[src/rtl/rggen_rtl_pkg.sv]
// Shared register-bus types: access direction, response status and slave hit classification.
package rggen_rtl_pkg;

  typedef enum logic {
    RGGEN_READ  = 1'b0,
    RGGEN_WRITE = 1'b1
  } rggen_direction;

  typedef enum logic [1:0] {
    RGGEN_OKAY         = 2'b00,
    RGGEN_EXOKAY       = 2'b01,
    RGGEN_SLAVE_ERROR  = 2'b10,
    RGGEN_DECODE_ERROR = 2'b11
  } rggen_status;

  localparam int unsigned RGGEN_STATUS_WIDTH = $bits(rggen_status);

  typedef enum logic [1:0] {
    RGGEN_HIT_NONE  = 2'b00,
    RGGEN_HIT_ONE   = 2'b01,
    RGGEN_HIT_MULTI = 2'b10
  } rggen_hit_class;

endpackage

[src/rtl/rggen_register_response_mux.sv]
// Select-qualified OR merge of slave responses plus a none/one/multi classification of the select vector.
module rggen_register_response_mux
  import rggen_rtl_pkg::*;
#(
  parameter int unsigned DATA_WIDTH = 32,
  parameter int unsigned REGISTERS  = 4
)(
  input  logic [REGISTERS-1:0]                    i_select,
  input  logic [REGISTERS-1:0]                    i_ready,
  input  logic [REGISTERS*DATA_WIDTH-1:0]         i_read_data,
  input  logic [REGISTERS*RGGEN_STATUS_WIDTH-1:0] i_status,
  output rggen_hit_class                          o_hit_class_c,
  output logic                                    o_ready_c,
  output logic [DATA_WIDTH-1:0]                   o_read_data_c,
  output rggen_status                             o_status_c
);

  localparam int unsigned COUNT_WIDTH = $clog2(REGISTERS + 1);

  logic [COUNT_WIDTH-1:0]        hit_count;
  logic                          ready_or;
  logic [DATA_WIDTH-1:0]         data_or;
  logic [RGGEN_STATUS_WIDTH-1:0] status_or;

  always_comb begin
    hit_count = '0;
    ready_or  = 1'b0;
    data_or   = '0;
    status_or = '0;
    for (int unsigned k = 0; k < REGISTERS; k++) begin
      hit_count = hit_count + COUNT_WIDTH'(i_select[k]);
      if (i_select[k]) begin
        ready_or  = ready_or | i_ready[k];
        data_or   = data_or | i_read_data[k*DATA_WIDTH +: DATA_WIDTH];
        status_or = status_or | i_status[k*RGGEN_STATUS_WIDTH +: RGGEN_STATUS_WIDTH];
      end
    end
  end

  always_comb begin
    o_hit_class_c = RGGEN_HIT_MULTI;
    if (hit_count == '0) begin
      o_hit_class_c = RGGEN_HIT_NONE;
    end else if (hit_count == COUNT_WIDTH'(1)) begin
      o_hit_class_c = RGGEN_HIT_ONE;
    end
  end

  assign o_ready_c     = ready_or;
  assign o_read_data_c = data_or;
  assign o_status_c    = rggen_status'(status_or);

endmodule

[src/rtl/rggen_register_access_controller.sv]
// Host-side register bus sequencer: latches one host access, broadcasts it to all slaves,
// resolves decode/multi-hit/timeout conditions and returns a single registered response.
module rggen_register_access_controller
  import rggen_rtl_pkg::*;
#(
  parameter int unsigned ADDRESS_WIDTH  = 16,
  parameter int unsigned DATA_WIDTH     = 32,
  parameter int unsigned REGISTERS      = 4,
  parameter int unsigned TIMEOUT_CYCLES = 255
)(
  input  logic                                    clk,
  input  logic                                    rst_n,
  input  logic                                    i_host_request,
  input  logic [ADDRESS_WIDTH-1:0]                i_host_address,
  input  rggen_direction                          i_host_direction,
  input  logic [DATA_WIDTH-1:0]                   i_host_write_data,
  input  logic [DATA_WIDTH/8-1:0]                 i_host_strobe,
  output logic                                    o_host_ready,
  output logic [DATA_WIDTH-1:0]                   o_host_read_data,
  output rggen_status                             o_host_status,
  output logic                                    o_request,
  output logic [ADDRESS_WIDTH-1:0]                o_address,
  output rggen_direction                          o_direction,
  output logic [DATA_WIDTH-1:0]                   o_write_data,
  output logic [DATA_WIDTH/8-1:0]                 o_write_strobe,
  output logic [DATA_WIDTH-1:0]                   o_write_mask,
  input  logic [REGISTERS-1:0]                    i_select,
  input  logic [REGISTERS-1:0]                    i_ready,
  input  logic [REGISTERS*DATA_WIDTH-1:0]         i_read_data,
  input  logic [REGISTERS*RGGEN_STATUS_WIDTH-1:0] i_status
);

  localparam int unsigned STROBE_WIDTH = DATA_WIDTH / 8;
  localparam int unsigned TIMER_WIDTH  = $clog2(TIMEOUT_CYCLES + 1);
  localparam logic [TIMER_WIDTH-1:0] TIMER_LAST = TIMER_WIDTH'(TIMEOUT_CYCLES - 1);

  typedef enum logic [1:0] {
    IDLE    = 2'b00,
    ACCESS  = 2'b01,
    RESPOND = 2'b10
  } state_e;

  state_e                    state, state_next;
  logic [TIMER_WIDTH-1:0]    timer, timer_next;
  logic                      request_next;
  logic                      host_ready_next;
  logic [DATA_WIDTH-1:0]     host_read_data_next;
  rggen_status               host_status_next;
  logic [ADDRESS_WIDTH-1:0]  address_next;
  rggen_direction            direction_next;
  logic [DATA_WIDTH-1:0]     write_data_next;
  logic [STROBE_WIDTH-1:0]   write_strobe_next;
  logic [DATA_WIDTH-1:0]     write_mask_next;

  rggen_hit_class            hit_class;
  logic                      merged_ready;
  logic [DATA_WIDTH-1:0]     merged_read_data;
  rggen_status               merged_status;

  rggen_register_response_mux #(
    .DATA_WIDTH (DATA_WIDTH),
    .REGISTERS  (REGISTERS)
  ) u_response_mux (
    .i_select      (i_select),
    .i_ready       (i_ready),
    .i_read_data   (i_read_data),
    .i_status      (i_status),
    .o_hit_class_c (hit_class),
    .o_ready_c     (merged_ready),
    .o_read_data_c (merged_read_data),
    .o_status_c    (merged_status)
  );

  // State, timer and every bus-facing output are registered here.
  always_ff @(posedge clk or negedge rst_n) begin
    if (!rst_n) begin
      state            <= IDLE;
      timer            <= '0;
      o_request        <= 1'b0;
      o_host_ready     <= 1'b0;
      o_host_read_data <= '0;
      o_host_status    <= RGGEN_OKAY;
      o_address        <= '0;
      o_direction      <= RGGEN_READ;
      o_write_data     <= '0;
      o_write_strobe   <= '0;
      o_write_mask     <= '0;
    end else begin
      state            <= state_next;
      timer            <= timer_next;
      o_request        <= request_next;
      o_host_ready     <= host_ready_next;
      o_host_read_data <= host_read_data_next;
      o_host_status    <= host_status_next;
      o_address        <= address_next;
      o_direction      <= direction_next;
      o_write_data     <= write_data_next;
      o_write_strobe   <= write_strobe_next;
      o_write_mask     <= write_mask_next;
    end
  end

  always_comb begin
    state_next          = state;
    timer_next          = timer;
    request_next        = o_request;
    host_ready_next     = 1'b0;
    host_read_data_next = o_host_read_data;
    host_status_next    = o_host_status;
    address_next        = o_address;
    direction_next      = o_direction;
    write_data_next     = o_write_data;
    write_strobe_next   = o_write_strobe;
    write_mask_next     = o_write_mask;

    case (state)
      IDLE: begin
        if (i_host_request) begin
          address_next      = i_host_address;
          direction_next    = i_host_direction;
          write_data_next   = i_host_write_data;
          write_strobe_next = i_host_strobe;
          for (int unsigned i = 0; i < STROBE_WIDTH; i++) begin
            write_mask_next[i*8 +: 8] = {8{i_host_strobe[i]}};
          end
          timer_next   = '0;
          request_next = 1'b1;
          state_next   = ACCESS;
        end
      end
      // Priority: bad decode, then selected ready, then timeout, else keep waiting.
      ACCESS: begin
        if (hit_class != RGGEN_HIT_ONE) begin
          host_read_data_next = '0;
          host_status_next    = RGGEN_DECODE_ERROR;
          host_ready_next     = 1'b1;
          request_next        = 1'b0;
          state_next          = RESPOND;
        end else if (merged_ready) begin
          host_read_data_next = (o_direction == RGGEN_WRITE) ? '0 : merged_read_data;
          host_status_next    = merged_status;
          host_ready_next     = 1'b1;
          request_next        = 1'b0;
          state_next          = RESPOND;
        end else if (timer == TIMER_LAST) begin
          host_read_data_next = '0;
          host_status_next    = RGGEN_SLAVE_ERROR;
          host_ready_next     = 1'b1;
          request_next        = 1'b0;
          state_next          = RESPOND;
        end else begin
          timer_next = timer + TIMER_WIDTH'(1);
        end
      end
      RESPOND: begin
        timer_next = '0;
        state_next = IDLE;
      end
      default: begin
        state_next = IDLE;
      end
    endcase
  end

endmodule

[config.mk]
export PLATFORM = sky130hd
export DESIGN_NAME = rggen_register_access_controller
export DESIGN_NICKNAME = d
export VERILOG_FILES = /design/src/rtl/rggen_rtl_pkg.sv /design/src/rtl/rggen_register_response_mux.sv /design/src/rtl/rggen_register_access_controller.sv
export SDC_FILE = /design/constraint.sdc
export NUM_CORES = 1
export LEC_CHECK = 0
export BUFFER_PORTS_ARGS = -buffer_cell sky130_fd_sc_hd__buf_2
export CORE_AREA = 2 2 124 126
export CTS_BUF_LIST = sky130_fd_sc_hd__clkbuf_4 sky130_fd_sc_hd__clkbuf_8
export CTS_CLUSTER_DIAMETER = 100
export DETAILED_ROUTE_END_ITERATION = 8
export DIE_AREA = 0 0 126 128
export GPL_ROUTABILITY_DRIVEN = 0
export GPL_TIMING_DRIVEN = 0
export PLACE_DENSITY = 0.67
export SYNTH_ARGS = -nofsm -noshare
export SYNTH_HDL_FRONTEND = slang
export SYNTH_SLANG_ARGS = --single-unit
[constraint.sdc]
create_clock -name clk -period 1.95 [get_ports clk]
set_clock_uncertainty 0.05 [all_clocks]
set_input_delay 0 -clock clk [delete_from_list [all_inputs] [get_ports clk]]
set_output_delay 0 -clock clk [all_outputs]
set_load 0.05 [all_outputs]
==> results of run 1 <==
registers in the layout, indices dropped and copies added (netlist names), 2 cells and up:
signal	cells
o_host_read_data	32
o_write_data	32
o_host_status	2
timer	8
o_address	16
o_write_strobe	3
state	2
cells in the mapped netlist (all sizes together), types with 2 or more instances:
cell / count
o31ai: 3
a22o: 34
nand3: 5
dfrtp: 99
nand2b: 2
o21ai: 5
a22oi: 4
inv: 8
nand2: 7
nor2: 3
o2bb2ai: 33
buf: 53
nand4: 2
mux2: 53
clkbuf: 10
a21oi: 2
a221oi: 33
nor3b: 2
nor4: 3
or4: 3
a21boi: 2
or3: 2
ha: 4
mux2i: 2
area by class of cell:
| class | count | area share [%] |
|---|---|---|
| Timing Repair Buffer | 442 | 33.6 |
| Sequential cell | 99 | 29.4 |
| Multi-Input combinational cell | 216 | 26.2 |
| Buffer | 63 | 5.44 |
| Tap cell | 188 | 2.79 |
| Clock buffer | 10 | 1.56 |
| Clock inverter | 6 | 0.579 |
| Inverter | 8 | 0.356 |
| Antenna cell | 1 | 0.0297 |
cells by family (layout without fill, tap and decap cells):
group	count (synthesis)	in the layout	synth area share (%)
AOI/OAI and AO/OA	123	123	25.0
adders and majority gates	5	5	1.38
buffers and inverters	71	529	8.89
DFF	99	99	48.8
muxes	55	55	12.1
other	0	1	0
and+or+nand+nor	33	33	3.87
worst max-delay path: cells and delay by family:
kind,cells,cell delay [ns]
adders and majority gates,3,0.84
AOI/OAI and AO/OA,2,0.41
and+or+nand+nor,2,0.42
buffers and inverters,2,0.41
routing by layer:
metal / vias up / part of all wire, %
li1: 2378 / -
met1: 2515 / 37
met2: 255 / 52
met3: 54 / 7.8
met4: 0 / 3.4
met5: - / 0
metrics by stage:
stage / instances / utilization [%]
CTS: 1031 / 56.4
floorplan: 386 / -
global placement: 894 / 46.9
detailed placement: 895 / 47.1
global route: 1032 / 56.7
finish: 1033 / 56.7
report_power, final:
| part | switching, uW | internal, uW | leakage [uW] |
|---|---|---|---|
| Clock | 750 | 492 | 0.0000946 |
| Sequential | 403 | 2640 | 0.00124 |
| Combinational | 4190 | 1940 | 0.00283 |
| Total | 5340 | 5070 | 0.00416 |
worst max-delay path by stage:
stage	from	to	cells after the start
floorplan	i_select[0]	o_host_read_data[20]$_DFFE_PN0P_	9
global placement	i_select[0]	o_host_status[1]$_DFFE_PN0P_	9
detailed placement	i_select[0]	o_host_status[1]$_DFFE_PN0P_	9
CTS	timer[0]$_DFFE_PN0P_	timer[1]$_DFFE_PN0P_	7
global route	timer[0]$_DFFE_PN0P_	timer[1]$_DFFE_PN0P_	7
finish	i_select[0]	o_host_read_data[9]$_DFFE_PN0P_	9
timing repair:
action | 4_1_cts | 5_1_grt
gates resized for setup | 3 | 11
pin swaps | 1 | 2
buffers inserted | 2 | 1
endpoints found under the hold margin | 184 | 0
hold buffers | 118 | 0
setup endpoints to repair | 80 | 45
cloned | 0 | 0
==> results.toml, run 1 <==
[route]
postRouteAntennaNets = 0
wl_per_cell_um = 17.1
dr.pass1.iters = 4
drt_iter0_drc = 201
vias = 5202
drt_wl_total_um = 17600
drc_errors = 0
via_per_inst = 5.04

[setup_path]
worst_setup_path_end_kind = "flip-flop"
cp_slowest_cell = "fa_2"
cp_cell_sequence = "buf_2 > ha_4 > fa_2 > ha_4 > nor3b_4 > nand3_2 > o21ai_4 > buf_4 > o2bb2ai_2"
worstPathRequired_ns = 2.20
rr_startpoint = "timer[0]$_DFFE_PN0P_"
worstPathArrival_ns = 2.09
rr_worst_depth = 7
crit_type = "input pin to flip-flop"
critPathMostFrequentCell = "ha_4"
slowest_delay_ns = 0.37
r2r_end = "timer[1]$_DFFE_PN0P_"
cp-start-kind = "input pin"
crit_fanout = 10
r2r_slack_ns = 0.12

[global_routing]
grt_pass1_vias = 5440
grt_busiest_layer = "met2"
use_met1_pct = 22.9
grt_first_pass_wirelength_um = 27200
met2_usage_pct = 38.2
grt_start_max_net_pins = 69
grt_overflow_total = 0
met3_usage_pct = 5.88
grtUsageTotal_pct = 21.2
antenna_found_initial = 0

[power]
peakVddDrop_mv = 0.836
power.density_nw_per_um2 = 1230
power_uw = 10400
total_leakage_power_uw = 0.00416

[floorplanning]
start_util_pct = 34.2
rows = 45
core_region_area_um2 = 14900
fp.dieH_um = 128
io_pins = 321
die_x_um = 126
die-area_um2 = 16100

[layout]
num-fill-cells = 1207
syn_to_final_growth_pct = 66.0
drive_gt1_share_pct = 57.9
final_common_cell = "buf_2"
multiInputGateArea_um2 = 2210
fin_area_um2 = 8430
nets = 1044
register_area_um2 = 2480
final_cell_mix = "buf_2, dlygate4sd3_1, dfrtp_1"

[hold_path]
holdPathStages = 5
holdPathEnd = "o_host_status[1]$_DFFE_PN0P_"
hold_class = "input pin to flip-flop"
min_from = "i_status[7]"

[logic_synthesis]
synth_area_leaders = "dfrtp_1, mux2_2, o2bb2ai_2, a22o_1, a221oi_1"
synth_flop_cell = "dfrtp_1"
synthArstFlopShare_pct = 100
ys_seq_elements = 99
yosysWarnings = 0
seq_area_frac_synth_pct = 48.8
synth-edff-count = 0
syn-num-nets = 591
syn_area_um2 = 5080
syn_inst = 386
yosysTopAreaCell = "dfrtp_1"
yosysTopAreaCellShare_pct = 48.8
syn_avg_cell_area_um2 = 13.2
yosysUniqueCellTypes = 44

[status]
status = "complete, no violations"

[clock_network]
cts.htree.levels = 3
clk_latency_ns = 0.38
cts_tree = "built"
numCtsBuffers = 9
clock-root-buffer = "clkbuf_8"
cts.sinks = 99
clk_pin_slew_worst_paths_ns = 0.10
clockBufferDepth = 2

[timing]
slew_headroom_pct = 63.1
fin_crit_ns = 1.84
worst_slack_ns = 0.113
timing.final.crit_share_pct = 94.2
hold_viol = 0
setup_tns_ns = 0
finalMaxSlewViolations = 0
setup_viol = 0
hold_ws_ns = 0.0290
worst_pin_slew_ns = 0.553
fmax_mhz = 544

[placement]
dpl_cell_area_um2 = 7000
place_ws_ns = -0.534
dpl.hpwl_um = 12200
port_buffers = 320

[run]
max_cap_viol_count = 0
Note: power is estimated with default switching activity, not from simulation.
==> run 2, diff against run 1 <==
Settings changed: CORE_AREA 2 2 124 126 to 2 2 126 128, DIE_AREA 0 0 126 128 to 0 0 128 130, PLACE_DENSITY 0.67 to 0.65.
Clock period 1.95 ns to 2.3 ns, I/O delays scaled along.
==> run 2 against run 1 <==
Against the previous run: combinational power decreased by 16%; total power is 15% lower; wire length up 2.4%; final area down 1.2%; worst hold slack hardly changed; critical path depth is the same; global-route usage down 0.51 points; first-iteration DRC count up 2.5%; sequential cell count unchanged; largest cell class unchanged.
==> results.toml, run 2 (synthesized netlist as in run 1, its figures left out) <==
[timing]
worst_pin_slew_ns = 0.935
setup_viol = 0
fmax_mhz = 486
rsz0062_at_grt = "no"
setup_tns_ns = 0
worst_slack_ns = 0.241
timing.final.crit_share_pct = 89.5
slew_headroom_pct = 37.6
fin_crit_ns = 2.06
hold_viol = 0
finalMaxSlewViolations = 0

[layout]
post-route-util_pct = 54.0
final_cell_mix = "buf_2, dlygate4sd3_1, dfrtp_1"
register_area_um2 = 2480
nets = 1042
multiInputGateArea_um2 = 2160
num-fill-cells = 1336
reg.largest.list = "o_host_read_data (32), o_write_data (32), o_address (16)"
layout.cells.non_filler = 1034
drive_gt1_share_pct = 57.0
syn_to_final_growth_pct = 64.0
final_common_cell = "buf_2"

[route]
drc_errors = 0
met3WireLength_um = 1260
vias = 5149
dr.pass1.iters = 4
drt_iter0_drc = 206
dr_wl_met2_um = 8930
top_layer_used = "met4"
wl_per_cell_um = 17.4
met1_length_um = 7330
drt_wl_total_um = 18000
via_per_inst = 4.98
postRouteAntennaNets = 0

[global_routing]
grt_first_pass_wirelength_um = 26500
grt_overflow_total = 0
grt_start_max_net_pins = 52
grtUsageTotal_pct = 20.7
antenna_found_initial = 1
grt_pass1_vias = 5102

[floorplanning]
rows = 46
core_region_area_um2 = 15400
die_x_um = 128
start_util_pct = 32.9
io_pins = 321
die-area_um2 = 16600
fp.dieH_um = 130

[clock_network]
clk_latency_ns = 0.37
cts_tree = "built"
cts.htree.levels = 3
numCtsBuffers = 9
clockBufferDepth = 2
cts.sinks = 99
clk_pin_slew_worst_paths_ns = 0.09
clock-root-buffer = "clkbuf_8"

[setup_path]
slowest_delay_ns = 0.47
cp_slowest_cell = "or4_1"
cp_cell_sequence = "buf_2 > ha_1 > fa_1 > ha_1 > nor3b_2 > nand4_1 > buf_2 > or4_1 > a21boi_1"
cp-start-kind = "input pin"
worstPathRequired_ns = 2.54
r2r_end = "timer[1]$_DFFE_PN0P_"
rr_startpoint = "timer[0]$_DFFE_PN0P_"
crit_fanout = 10
crit_type = "input pin to flip-flop"
worstPathArrival_ns = 2.30
r2r_slack_ns = 0.35
worst_setup_path_end_kind = "flip-flop"
rr_worst_depth = 7

[power]
power.density_nw_per_um2 = 1060
total_leakage_power_uw = 0.00412
peakVddDrop_mv = 0.926
power_uw = 8800

[placement]
dp.cells = 899
dpl.hpwl_um = 12300
place_ws_ns = -0.499
port_buffers = 320

[status]
status = "complete, no violations"

[run]
max_cap_viol_count = 0

[hold_path]
holdPathStages = 4
holdPathEnd = "timer[0]$_DFFE_PN0P_"
min_from = "i_host_request"
hold_class = "input pin to flip-flop"
[run 2: metal layers]
metal,vias to the layer above,global-route usage [%]
li1,2384,-
met1,2479,24.4
met2,253,36.1
met3,33,4.51
met4,0,9.70
met5,-,0
[run 2: worst max-delay path: cells and delay by family]
family / cells / cell delay, ns
adders and majority gates: 3 / 1.00
and+or+nand+nor: 3 / 0.84
buffers and inverters: 2 / 0.31
AOI/OAI and AO/OA: 1 / 0.14
[run 2: cell type report]
type	count	area share, %
timing repair buffer	440	33.9
tap	192	2.88
multi-input combinational	216	25.9
clock inverter	4	0.285
clock buffer	11	1.82
antenna	1	0.0300
buffer	63	5.14
inverter	8	0.361
sequential	99	29.7
[run 2: worst max path at each step]
stage	start	to	slack, ns
6_report	i_select[0]	timer[4]$_DFFE_PN0P_	0.24
5_1_grt	i_select[0]	timer[4]$_DFFE_PN0P_	0.09
4_1_cts	i_select[0]	o_host_read_data[13]$_DFFE_PN0P_	0.10
3_5_place_dp	i_select[0]	o_host_read_data[20]$_DFFE_PN0P_	-0.50
3_3_place_gp	i_select[0]	o_host_read_data[13]$_DFFE_PN0P_	-0.45
2_1_floorplan	i_select[0]	o_host_read_data[20]$_DFFE_PN0P_	0.05
[run 2: per-stage QoR]
| stage | hold WS (ns) | area, um^2 |
|---|---|---|
| global route | 0.0283 | 8330 |
| floorplan | -0.346 | 5080 |
| finish | 0.0290 | 8330 |
| CTS | 0.00248 | 8320 |
| global placement | 0.181 | 6920 |
| detailed placement | 0.0292 | 6950 |
[run 2: power by group]
part	switching (uW)	internal, uW
Combinational	3540	1620
Sequential	346	2240
Clock	605	446
[run 2: what timing repair did]
action	CTS	global route
endpoints found under the hold margin	133	0
hold buffers	118	0
resized for setup	0	5
pin swaps	1	0
buffers inserted	1	0
endpoints found under the setup margin	21	36
==> run 3, diff against run 2 <==
Settings changed: BUFFER_PORTS_ARGS -buffer_cell sky130_fd_sc_hd__buf_2 to -buffer_cell sky130_fd_sc_hd__buf_4.
==> run 3 against run 2 <==
Against the previous run: sequential share of layout area is 2.7 points lower; final area is 10% higher; total power is 7.0% higher; register-to-register slack worse by 0.16 ns; first-iteration DRC count is 26% lower; maximum frequency is 2.6% lower; non-clock buffer count is 3 higher; worst setup slack worse by 0.054 ns; die area stayed put; largest cell class unchanged.
==> results.toml, run 3 (synthesized netlist as in run 1, its figures left out) <==
[setup_path]
cp.depth = 4
cp_cell_sequence = "nor3b_1 > clkbuf_1 > buf_2 > mux2_2"
worst_setup_path_end_kind = "flip-flop"
worstPathRequired_ns = 2.51
cp-start-kind = "flip-flop"
crit_type = "flip-flop to flip-flop"
worstPathArrival_ns = 2.32
cp_slowest_cell = "clkbuf_1"
rr_startpoint = "state[0]$_DFFE_PN0P_"
r2r_slack_ns = 0.19
rr_worst_depth = 4
r2r_end = "o_write_data[10]$_DFFE_PN0P_"
crit_buf_inv = 2
crit_fanout = 10
critical-path-top-delay-family = "buffers and inverters"
crit_start = "state[0]$_DFFE_PN0P_"
slowest_delay_ns = 0.53

[route]
drt_wl_total_um = 18800
via_per_inst = 4.97
vias = 5159
wl_per_cell_um = 18.1
drt_iter0_drc = 153
postRouteAntennaNets = 0
dr.pass1.iters = 4
drc_errors = 0

[timing]
hold_viol = 0
worst_pin_slew_ns = 0.842
setup_tns_ns = 0
timing.final.crit_share_pct = 91.9
fin_crit_ns = 2.11
finalMaxSlewViolations = 0
setup_viol = 0
rsz0062_at_grt = "no"
worst_slack_ns = 0.187
fmax_mhz = 473
slew_headroom_pct = 43.8

[clock_network]
clk_latency_ns = 0.37
clk_pin_slew_worst_paths_ns = 0.11
numCtsBuffers = 9
cts.htree.levels = 3
clock-root-buffer = "clkbuf_8"
cts_tree = "built"
cts.sinks = 99
clockBufferDepth = 2

[power]
power_uw = 9410
power.density_nw_per_um2 = 1030
total_leakage_power_uw = 0.00438
peakVddDrop_mv = 0.962

[global_routing]
grt_pass1_vias = 5522
grtUsageTotal_pct = 22.0
grt_start_max_net_pins = 100
antenna_found_initial = 0
grt_overflow_total = 0
grt_first_pass_wirelength_um = 28300

[layout]
nets = 1045
final_common_cell = "buf_4"
antenna_cells = 0
drive_gt1_share_pct = 56.7
reg.largest.list = "o_host_read_data (32), o_write_data (32), o_address (16)"
post-route-util_pct = 59.4
syn_to_final_growth_pct = 80.3
final_cell_mix = "buf_4, dlygate4sd3_1, dfrtp_1"

[hold_path]
holdPathEnd = "o_host_status[1]$_DFFE_PN0P_"
hold_class = "input pin to flip-flop"
min_from = "i_status[5]"
holdPathStages = 5

[placement]
place_ws_ns = -0.526
dpl.hpwl_um = 13600
port_buffers = 320

[floorplanning]
die-area_um2 = 16600
die_x_um = 128
start_util_pct = 32.9
core_region_area_um2 = 15400
fp.dieH_um = 130
rows = 46
io_pins = 321

[status]
status = "complete, no violations"

[run]
max_cap_viol_count = 0
[run 3: changes by cell type in the layout (fill, tap and decap cells not counted), sizes merged]
cell | before | now
dlygate4sd3 | 118 | 121
clkinv | 3 | 2
diode | 1 | 0
inv | 9 | 11
clkinvlp | 0 | 1
clkbuf | 23 | 22
[run 3: final cells by class]
| type | count | area, um^2 |
|---|---|---|
| clock inverter | 6 | 47.5 |
| tap | 192 | 240 |
| multi-input combinational | 216 | 2160 |
| timing repair buffer | 443 | 3650 |
| sequential | 99 | 2480 |
| clock buffer | 10 | 131 |
| buffer | 63 | 427 |
| inverter | 8 | 30.0 |
| fill | 1231 | 6260 |
[run 3: worst register-to-register path, delay by kind of cell (launching register included)]
kind	cells	cell delay, ns
multiplexers	1	0.37
flip-flops	1	0.46
AND/OR/NAND/NOR	1	0.20
buffers and inverters	2	0.92
[run 3: worst max-delay path by stage]
stage / endpoint
2_1_floorplan: o_host_read_data[20]$_DFFE_PN0P_
3_3_place_gp: o_host_read_data[15]$_DFFE_PN0P_
3_5_place_dp: o_host_read_data[16]$_DFFE_PN0P_
4_1_cts: o_host_read_data[31]$_DFFE_PN0P_
5_1_grt: o_write_data[14]$_DFFE_PN0P_
6_report: o_write_data[10]$_DFFE_PN0P_
[run 3: metal layers]
layer  track usage, %  vias to the layer above  share of wire [%]
li1                 -                     2384                  -
met1             24.9                     2515                 38
met2             40.3                      228                 53
met3             5.29                       32                7.1
met4             8.40                        0                2.2
met5                0                        -                  0
[run 3: stage by stage]
step                      std cells  hold slack [ns]  area [um^2]
after floorplan                 386           -0.346         5080
after global placement          898            0.183         7720
after detailed placement        898            0.188         7720
after CTS                      1036          0.00580         9120
after global routing           1037           0.0213         9160
final                          1037           0.0182         9160
[run 3: where the power goes]
part / switching (uW) / internal [uW]
sequential: 384 / 2240
clock: 646 / 418
combinational: 3580 / 2140
[run 3: timing repair]
item / CTS / global route
pin swaps: 1 / 0
endpoints found under the setup margin: 24 / 25
setup buffers: 1 / 0
hold buffers: 121 / 0
hold endpoints to repair: 187 / 0
resized for setup: 0 / 3
